File: config.mk
export PLATFORM = sky130hd
export DESIGN_NAME = frv_pipeline_fifo_register
export DESIGN_NICKNAME = d
export VERILOG_FILES = /design/src/rtl/frv_pipeline_fifo_register.sv
export SDC_FILE = /design/constraint.sdc
export NUM_CORES = 1
export LEC_CHECK = 0
export CAP_MARGIN = 30
export CORE_MARGIN = 2
export CORE_UTILIZATION = 47
export CTS_CLUSTER_SIZE = 12
export DETAILED_ROUTE_END_ITERATION = 7
export GPL_ROUTABILITY_DRIVEN = 0
export GPL_TIMING_DRIVEN = 1
export PLACE_DENSITY_LB_ADDON = 0.3
export SETUP_SLACK_MARGIN = 0.2
export SLEW_MARGIN = 5
export SYNTH_ARGS = -nofsm -noshare
export SYNTH_HDL_FRONTEND = slang
export SYNTH_SLANG_ARGS = --single-unit
File: constraint.sdc
create_clock -name g_clk -period 2.33 [get_ports g_clk]
set_input_delay 0.3495 -clock g_clk [delete_from_list [all_inputs] [get_ports g_clk]]
set_output_delay 0.3495 -clock g_clk [all_outputs]
set_load 0.05 [all_outputs]
File: src/rtl/frv_pipeline_fifo_register.sv
// Elastic pipeline stage register: DEPTH-entry FIFO with valid/busy
// handshakes, registered outputs, flush and most-recent-data tracking.
module frv_pipeline_fifo_register #(
    parameter  int RLEN  = 8,
    parameter  int DEPTH = 2,
    localparam int CLEN  = $clog2(DEPTH + 1)
) (
    input  logic            g_clk,
    input  logic            g_resetn,
    input  logic [RLEN-1:0] i_data,
    input  logic            i_valid,
    output logic            o_busy,
    output logic [RLEN-1:0] mr_data,
    input  logic            flush,
    input  logic [RLEN-1:0] flush_dat,
    output logic [RLEN-1:0] o_data,
    output logic            o_valid,
    input  logic            i_busy,
    output logic [CLEN-1:0] o_count
);

    localparam int              PW    = (DEPTH > 1) ? $clog2(DEPTH) : 1;
    localparam logic [PW-1:0]   PLAST = PW'(DEPTH - 1);
    localparam logic [CLEN-1:0] CFULL = CLEN'(DEPTH);

    logic [RLEN-1:0] mem_q [DEPTH];
    logic [PW-1:0]   rptr_q, rptr_d;
    logic [PW-1:0]   wptr_q, wptr_d;
    logic [CLEN-1:0] count_q, count_d;
    logic            valid_q, valid_d;
    logic            busy_q, busy_d;
    logic [RLEN-1:0] data_q, data_d;
    logic [RLEN-1:0] mr_q, mr_d;
    logic            push;
    logic            pop;
    logic [CLEN-1:0] kept;

    // Pointers wrap at DEPTH, which need not be a power of two.
    function automatic logic [PW-1:0] ptr_inc(input logic [PW-1:0] p);
        return (p == PLAST) ? '0 : p + PW'(1);
    endfunction

    // Qualify handshakes and compute the next queue state and head.
    always_comb begin
        push    = i_valid && !busy_q && !flush;
        pop     = valid_q && !i_busy && !flush;
        rptr_d  = rptr_q;
        wptr_d  = wptr_q;
        count_d = count_q;
        valid_d = valid_q;
        busy_d  = busy_q;
        data_d  = data_q;
        mr_d    = mr_q;
        kept    = count_q - CLEN'(pop);
        if (flush) begin
            rptr_d  = '0;
            wptr_d  = '0;
            count_d = '0;
            valid_d = 1'b0;
            busy_d  = 1'b0;
            data_d  = flush_dat;
            mr_d    = flush_dat;
        end else begin
            if (pop) begin
                rptr_d = ptr_inc(rptr_q);
            end
            if (push) begin
                wptr_d = ptr_inc(wptr_q);
                mr_d   = i_data;
            end
            count_d = kept + CLEN'(push);
            // An emptied queue forwards the new entry; else the next held one.
            if (kept == '0) begin
                if (push) begin
                    data_d = i_data;
                end
            end else begin
                data_d = mem_q[rptr_d];
            end
            valid_d = (count_d != '0);
            busy_d  = (count_d == CFULL);
        end
    end

    // Control and output registers with synchronous active-low reset.
    always_ff @(posedge g_clk) begin
        if (!g_resetn) begin
            rptr_q  <= '0;
            wptr_q  <= '0;
            count_q <= '0;
            valid_q <= 1'b0;
            busy_q  <= 1'b0;
            data_q  <= '0;
            mr_q    <= '0;
        end else begin
            rptr_q  <= rptr_d;
            wptr_q  <= wptr_d;
            count_q <= count_d;
            valid_q <= valid_d;
            busy_q  <= busy_d;
            data_q  <= data_d;
            mr_q    <= mr_d;
        end
    end

    // Entry storage; contents are qualified by the count, so no reset.
    always_ff @(posedge g_clk) begin
        if (g_resetn && push) begin
            mem_q[wptr_q] <= i_data;
        end
    end

    assign o_busy  = busy_q;
    assign o_valid = valid_q;
    assign o_data  = data_q;
    assign mr_data = mr_q;
    assign o_count = count_q;

endmodule
Word level (Yosys, flattened, before mapping)
Memory sizes are Yosys's and may differ from the RTL's.
Index checks and enable logic that the tools add are counted.
- shift operators: 0
- muxes and demuxes: 10
- multipliers: 0
- divide/modulo/power cells: 0
- add/sub/neg operators: 4
- reductions and logical operators: 12
- equal/unequal tests: 2
- bitwise logic cells: 1
- order comparisons: 0
- operator list (kind ; count):
    $mux 8 ; 4
    $mux 1 ; 6
    $logic_and 1x1->1 ; 5
    $reduce_bool 2->1 ; 2
    $logic_not 1->1 ; 3
    $ne 3x3->1 const B ; 1
    $add 1x1->1 const B ; 2
    $add 2x1->2 ; 1
    $eq 2x2->1 const B ; 1
    $logic_not 2->1 ; 1
    $reduce_or 2->1 ; 1
    $sub 2x1->2 ; 1
    $not 1->1 ; 1
- input port bits: 21
- memories kept: 1
- bits in writable memories: 16
- bits in read-only memories: 0
- latch bits: 0
- bits in registers: 22
- logic and storage cells: 37
- memories (memory ; words ; bits a word ; rd ports ; clocked after Yosys merged registers in ; wr ports ; line ; source):
    mem_q ; 2 ; 8 ; 1 ; 0 ; 1 ; 26 ; logic [RLEN-1:0] mem_q [DEPTH];

Logic depth before layout (Yosys ltp)
Gate-level depths: netlist of the first run.
An unclocked memory read counts as a cell.
- depth after elaboration: 8
- mapped depth: 7
- gate-level depth less buffers: 7

Worst setup path after synthesis of the first run
Ideal clock, no wire load.
- path kind: register to register
- start point: reg valid_q, in the netlist o_valid
- end point: reg data_q[0], in the netlist o_data[0]
- setup slack: 244 ps
- stages on the path, launching flop included: 7
- arrival: 1941 ps
- buffers on the path: 0
- path through: dfxtp_1 -> nor3b_4 -> ha_1 -> xnor2_1 -> nand4_1 -> o221ai_1 -> a211oi_1
- word-level cells in the longest chain between the ends: 7
- elaborated cells between the ends (all ways): 10
- classes of those cells: 1 x add/sub; 1 x eq/ne; 4 x mux; 3 x reduce/logical; 1 x memory
- RTL lines (item ; line ; source):
    start, declared ; 30 ; logic valid_q, valid_d;
    start signal, assigned ; 99 ; valid_q <= valid_d;
    $logic_and 1x1->1 * (2 in series) ; 46 ; pop = valid_q && !i_busy && !flush;
    $mux 1 ; 64 ; if (pop) begin
    $mux 1 ; 55 ; if (flush) begin
    $mem_v2 2x8 ; - ;
    $mux 8 ; 73 ; if (kept == '0) begin
    $mux 8 ; 55 ;
    end signal, assigned ; 101 ; data_q <= data_d;
    end, declared ; 32 ; logic [RLEN-1:0] data_q, data_d;
Mark *: on every way between the ends. The rest lies on a longest branch, timed or not. The select of a mux whose other input is x is not followed.
A chain may end at the register's enable or synchronous reset.

Final worst setup path of the first run
- start point: in flush
- end point: reg data_q[5], in the netlist o_data[5]
- word-level cells in the longest chain between the ends: 7
- elaborated cells between the ends (all ways): 11
- classes of those cells: 1 x add/sub; 1 x eq/ne; 4 x mux; 4 x reduce/logical; 1 x memory
- RTL lines (item ; line ; source):
    start, declared ; 14 ; input logic flush,
    $logic_not 1->1 ; 45, 46 ;
    $logic_and 1x1->1 ; 46 ;
    $mux 1 ; 64 ;
    $mux 1 ; 55 ;
    $mem_v2 2x8 ; - ;
    $mux 8 ; 73 ;
    $mux 8 ; 55 ;
Parallel ways exist; a longest one is shown, timed or not. The select of a mux whose other input is x is not followed.

==> results of run 1 <==
## per-layer routing
layer,track usage (%),vias up,wire [µm]
li1,-,568,-
met1,25.4,581,1610
met2,35.3,55,1780
met3,4.55,11,203
met4,9.42,0,72
met5,0,-,0
## synthesized netlist by cell type (2+ instances only)
master | count | area (µm²)
o221ai_1 | 6 | 52.6
nand2b_1 | 2 | 12.5
edfxtp_1 | 16 | 480
o22ai_1 | 2 | 12.5
nor3b_4 | 2 | 37.5
o21ai_0 | 2 | 10.0
dfxtp_1 | 22 | 440
nand2_1 | 10 | 37.5
a21oi_1 | 3 | 15.0
ha_1 | 2 | 25.0
xnor2_1 | 2 | 17.5
buf_2 | 3 | 15.0
inv_1 | 4 | 15.0
mux2i_1 | 16 | 160
o211a_1 | 6 | 60.1
nor2_1 | 10 | 37.5
a211oi_1 | 8 | 60.1
## worst min path at each step
stage	startpoint	to	cells past startpoint
finish	o_data[3]	o_data[3]	2
global route	mr_data[5]	mr_data[5]	1
CTS	o_data[3]	o_data[3]	2
detailed placement	mr_data[4]	mr_data[4]	1
global placement	mr_data[4]	mr_data[4]	1
floorplan	i_data[0]	mem_q[0][0]	0
## state kept, by name, summed over array words and instances, names as in the netlist
name,flops
wptr_q,1
rptr_q,1
o_count,2
o_valid,1
o_busy,1
o_data,8
mem_q,16
mr_data,8
## logic make-up (layout without fill, tap and decap cells)
logic type      after synthesis  in the layout
flops                        38             38
xor+xnor                      4              4
fa+ha+maj                     2              2
buf+inv                      10             59
compound gates               27             27
mux                          16             16
simple gates                 29             29
## critical path, cell delays in order
cell and delay [ns]:
clkdlybuf4s50_1 0.47, nor3b_4 0.31, ha_1 0.25, xnor2_2 0.19
nand4_1 0.15, buf_4 0.21, o221ai_1 0.18, a211oi_1 0.08
## timing repair
| item | CTS | global route |
|---|---|---|
| cloned | 0 | 0 |
| hold buffers | 0 | 0 |
| setup buffers | 1 | 0 |
| gates resized for setup | 0 | 3 |
| hold endpoints to repair | 0 | 0 |
| endpoints found under the setup margin | 5 | 8 |
| pin swaps | 1 | 1 |
## power groups by stage
stage,combinational (mW),sequential [mW],clock [mW]
floorplan,0.0860,0.854,0
global placement,0.298,0.759,0
detailed placement,0.304,0.761,0
CTS,0.307,0.746,0.323
global route,0.328,0.749,0.348
finish,0.310,0.746,0.312
## area by class of cell
cell class,count,area [µm²],share of cell area [%]
well taps,46,57.6,2.72
multi-input cells,78,621,29.3
repair buffers,47,453,21.4
clock inverters,2,8.76,0.414
clock buffers,6,41.3,1.95
flip-flops and latches,38,921,43.5
inverters,4,15.0,0.709
==> flow_metrics.tcl, run 1 <==
set metrics [dict create \
    status "finished, final reports clean" \
    synth_compound_area_share_pct 13.3 \
    synth_seq_cells 38 \
    gr-usage-all-layers_pct 20.9 \
    min_period_ns 2.00 \
    critPathLaunch "flush" \
    cp_max_fo 8 \
    crit_required_ns 2.52 \
    pin_count 41 \
    post-route-util_pct 64.5 \
    dp_slack_ns -0.254 \
    die_w_um 61.9 \
    nNetsFinal 197 \
    sequentialPowerShare_pct 54.5 \
    final_layout_size_suffix_gt1_share_pct 10.9 \
    dp.cells 212 \
    end_kind "register" \
    synthXorXnorAreaFrac_pct 3.42 \
    chipHeight_um 61.9 \
    grt_pass1_vias 1215 \
    layout.cells.most_common "clkdlybuf4s50_1" \
    fmax_mhz 500 \
    clock_latency_ns 0.33 \
    ys.flop_type "dfxtp_1" \
    dr.pass1.iters 5 \
    hp-class "reg -> reg" \
    power_frac_comb_pct 22.6 \
    port_buffers 40 \
    via_count 1215 \
    yosys.area_share.simple_pct 9.85 \
    synthCells 126 \
    syn_nets 149 \
    p_int_mw 0.965 \
    synth_fa_ha_area_share_pct 1.59 \
    first_iter_violations 74 \
    synth_cell_types 27 \
    r2r_cells 7 \
    netSwitchingPower_mw 0.403 \
    startpoint_type "primary input" \
    skew_ns 0.00982 \
    start_util_pct 48.0 \
    cts_sinks 38 \
    slew_viol_final 0 \
    async_flop_share_pct 0 \
    wl_per_cell_um 16.6 \
    layoutNonFillerInstCount 221 \
    synth_edf_count 16 \
    synthMuxAreaShare_pct 10.2 \
    synth_area_um2 1580 \
    drt-vias-per-instance 5.50 \
    synth-seq-area-share_pct 58.5 \
    switching_share_pct 29.5 \
    powerDensity_nw_per_um2 646 \
    endpoint "o_data[5]" \
    num_antenna_cells 0 \
    arrival_ns 2.19 \
    layout_common_cells "clkdlybuf4s50_1, dfxtp_1, mux2i_1, edfxtp_1" \
    cts_root_buf "clkbuf_4" \
    synth_top_family_by_area "compound AO/OA/AOI/OAI gates" \
    avgSynthCellArea_um2 12.5 \
    clk_pin_slew_ns 0.11 \
    setup_violations 0 \
    p_leak_nw 0.893 \
    placed_cell_area_um2 2040 \
    holdWs_ns 0.521 \
    worst_pin_slew_ns 0.511 \
    hold_violations 0 \
    rows 21 \
    rsz0062_at_grt "no" \
    clock_power_share_pct 22.8 \
    fin_ws_ns 0.330 \
    path_class "in -> reg" \
    grt_pass1_wl_um 5580 \
    yosys_warnings 0 \
    power_mw 1.37 \
    numCtsBuffers 5 \
    antenna_found_initial 0 \
    design_area_um2 2120 \
    drc 0 \
    r2r-start "o_valid" \
    r2r_setup_slack_ns 0.49 \
    nFillCells 264 \
    die_area_um2 3830 \
    clockBufferDepth 2 \
    area_growth_pct 34.4 \
    hpwl_um 2590 \
    fin_crit_sh_pct 85.8 \
    ant_nets 0 \
    drt_wl_total_um 3670 \
    cts_tree "done" \
    fin_tns_setup_ns 0 \
    ctsHtreeMaxLevel 2 \
    r2r-end "o_data[5]" \
    slew_headroom_pct 65.9 \
    ir_drop_v 0.000400 \
    design.core.area_um2 3280 \
    grt.overflow.total 0 \
    maxCapViolCount 0 \
    grt_start_max_net_pins 13 \
]
(Power assumes the default switching activity.)
==> inputs of run 2 (changes only) <==
--- a/config.mk
+++ b/config.mk
@@ -6,12 +6,10 @@
 export NUM_CORES = 1
 export LEC_CHECK = 0
 export CAP_MARGIN = 30
-export CORE_MARGIN = 2
 export CORE_UTILIZATION = 47
 export CTS_CLUSTER_SIZE = 12
 export DETAILED_ROUTE_END_ITERATION = 7
 export GPL_ROUTABILITY_DRIVEN = 0
-export GPL_TIMING_DRIVEN = 1
 export PLACE_DENSITY_LB_ADDON = 0.3
 export SETUP_SLACK_MARGIN = 0.2
 export SLEW_MARGIN = 5
==> run 2 against run 1 <==
Effect of this change: wire length fell by 4.1%; fmax fell by 1.0%; worst hold slack got worse by 0.0094 ns; die area fell by 6.4%; largest cell class unchanged; largest power group unchanged.
==> flow_metrics.tcl, run 2 (synthesis results as in run 1) <==
set metrics [dict create \
    status "finished, final reports clean" \
    design.core.area_um2 3130 \
    grt_pass1_wl_um 5510 \
    slew_headroom_pct 65.8 \
    cp.buffers_inverters 2 \
    area_growth_pct 33.2 \
    clk_pin_slew_ns 0.11 \
    clock_latency_ns 0.34 \
    slew_viol_final 0 \
    arrival_ns 2.24 \
    via_count 1174 \
    worst_pin_slew_ns 0.511 \
    cts_tree "done" \
    path_cells "clkdlybuf4s50_1, nor3b_4, ha_1, xnor2_1, nand4_1, buf_4, o221ai_1, a211oi_1" \
    pin_count 41 \
    nNetsFinal 196 \
    rsz0062_at_grt "no" \
    drt-vias-per-instance 5.39 \
    regArea_um2 921 \
    crit_cells 8 \
    hp-class "reg -> reg" \
    dr.pass1.iters 4 \
    critPathTopFamily "buffers and inverters" \
    cp_max_fo 8 \
    antenna_found_initial 0 \
    layoutNonFillerInstCount 218 \
    start_util_pct 50.4 \
    final_layout_size_suffix_gt1_share_pct 9.20 \
    ctsHtreeMaxLevel 2 \
    grt_start_max_net_pins 16 \
    p_leak_nw 0.885 \
    end_kind "register" \
    cts_root_buf "clkbuf_4" \
    gr-usage-all-layers_pct 22.0 \
    min_path_cells 1 \
    fin_tns_setup_ns 0 \
    chipHeight_um 59.9 \
    drt_wl_total_um 3520 \
    path_class "in -> reg" \
    crit_required_ns 2.55 \
    route.met2.wl_um 1730 \
    die_area_um2 3590 \
    die_w_um 59.9 \
    min_from "mr_data[1]" \
    cts_sinks 38 \
    min_period_ns 2.02 \
    num_antenna_cells 0 \
    port_buffers 40 \
    startpoint_type "primary input" \
    clockBufferDepth 2 \
    fin_crit_sh_pct 86.7 \
    layout.cells.most_common "clkdlybuf4s50_1" \
    r2r-start "o_valid" \
    largest_reg_flops 16 \
    hold_violations 0 \
    numCtsBuffers 5 \
    hpwl_um 2510 \
    skew_ns 0.0106 \
    setup_violations 0 \
    layout_common_cells "clkdlybuf4s50_1, dfxtp_1, mux2i_1, edfxtp_1" \
    wl_met3_um 148 \
    grt_pass1_vias 1158 \
    maxCapViolCount 0 \
    hold_buffers 0 \
    cp_slowest_cell "clkdlybuf4s50_1" \
    critPathLaunch "flush" \
    powerDensity_nw_per_um2 652 \
    dp.cells 209 \
    first_iter_violations 51 \
    r2r_cells 7 \
    max_stage_delay_ns 0.46 \
    ant_nets 0 \
    rows 20 \
    multi_input_area_um2 613 \
    wl_per_cell_um 16.1 \
    grt.overflow.total 0 \
    dr.max_layer_used "met4" \
    drc 0 \
    wl_met1_um 1590 \
    top_register "mem_q" \
    nFillCells 248 \
    fmax_mhz 495 \
    ir_drop_v 0.000373 \
]
## run 2: final cells by class
type | instances | area share, %
clock buffers | 8 | 2.33
multi-input cells | 78 | 29.2
well taps | 44 | 2.62
flip-flops and latches | 38 | 43.9
inverters | 4 | 0.716
repair buffers | 46 | 21.2
## run 2: per-layer routing
metal  GRT usage (%)  vias to the layer above
li1                -                      561
met1            27.9                      570
met2            34.6                       36
met3            6.71                        7
met4            9.30                        0
met5               0                        -
## run 2: worst paths after layout
path                     end  slack [ns]
setup / recovery   o_data[4]        0.31
hold / removal    mr_data[1]        0.51
setup reg to reg   o_data[4]        0.47
hold reg to reg   mr_data[1]        0.51
## run 2: power breakdown
part	internal [mW]	switching (mW)
clock	0.120	0.198
sequential	0.728	0.0170
combinational	0.121	0.183
total	0.969	0.398
## run 2: what timing repair did
action                                  in CTS  in global routing
pin swaps                                    1                  0
buffers inserted                             1                  0
endpoints found under the setup margin       5                  8
gates resized for setup                      0                  2
cloned                                       0                  0
## run 2: through the flow
stage	hold slack [ns]	power [mW]	instance area, µm²	utilization [%]	setup WS [ns]
global route	0.520	1.42	2100	67.1	0.224
finish	0.512	1.37	2100	67.1	0.310
floorplan	0.448	0.940	1580	-	0.244
detailed placement	0.490	1.06	2030	65.0	-0.233
global placement	0.485	1.05	2030	65.0	-0.113
CTS	0.517	1.37	2090	66.8	0.234
## run 2: worst reg2reg max path, delay by kind of cell (launching register included)
family / cells / cell delay, ns
XOR/XNOR: 1 / 0.25
flip-flops: 1 / 0.34
AND/OR/NAND/NOR: 2 / 0.45
adder cells (fa/ha/maj): 1 / 0.22
AO/OA/AOI/OAI: 2 / 0.29
buffers and inverters: 1 / 0.20
==> inputs of run 3 (changes only) <==
--- a/config.mk
+++ b/config.mk
@@ -5,7 +5,7 @@
 export SDC_FILE = /design/constraint.sdc
 export NUM_CORES = 1
 export LEC_CHECK = 0
-export CAP_MARGIN = 30
+export CAP_MARGIN = 20
 export CORE_UTILIZATION = 47
 export CTS_CLUSTER_SIZE = 12
 export DETAILED_ROUTE_END_ITERATION = 7
==> results of run 3 <==
The final DEF is identical to that of run 2; final timing and power are the same.
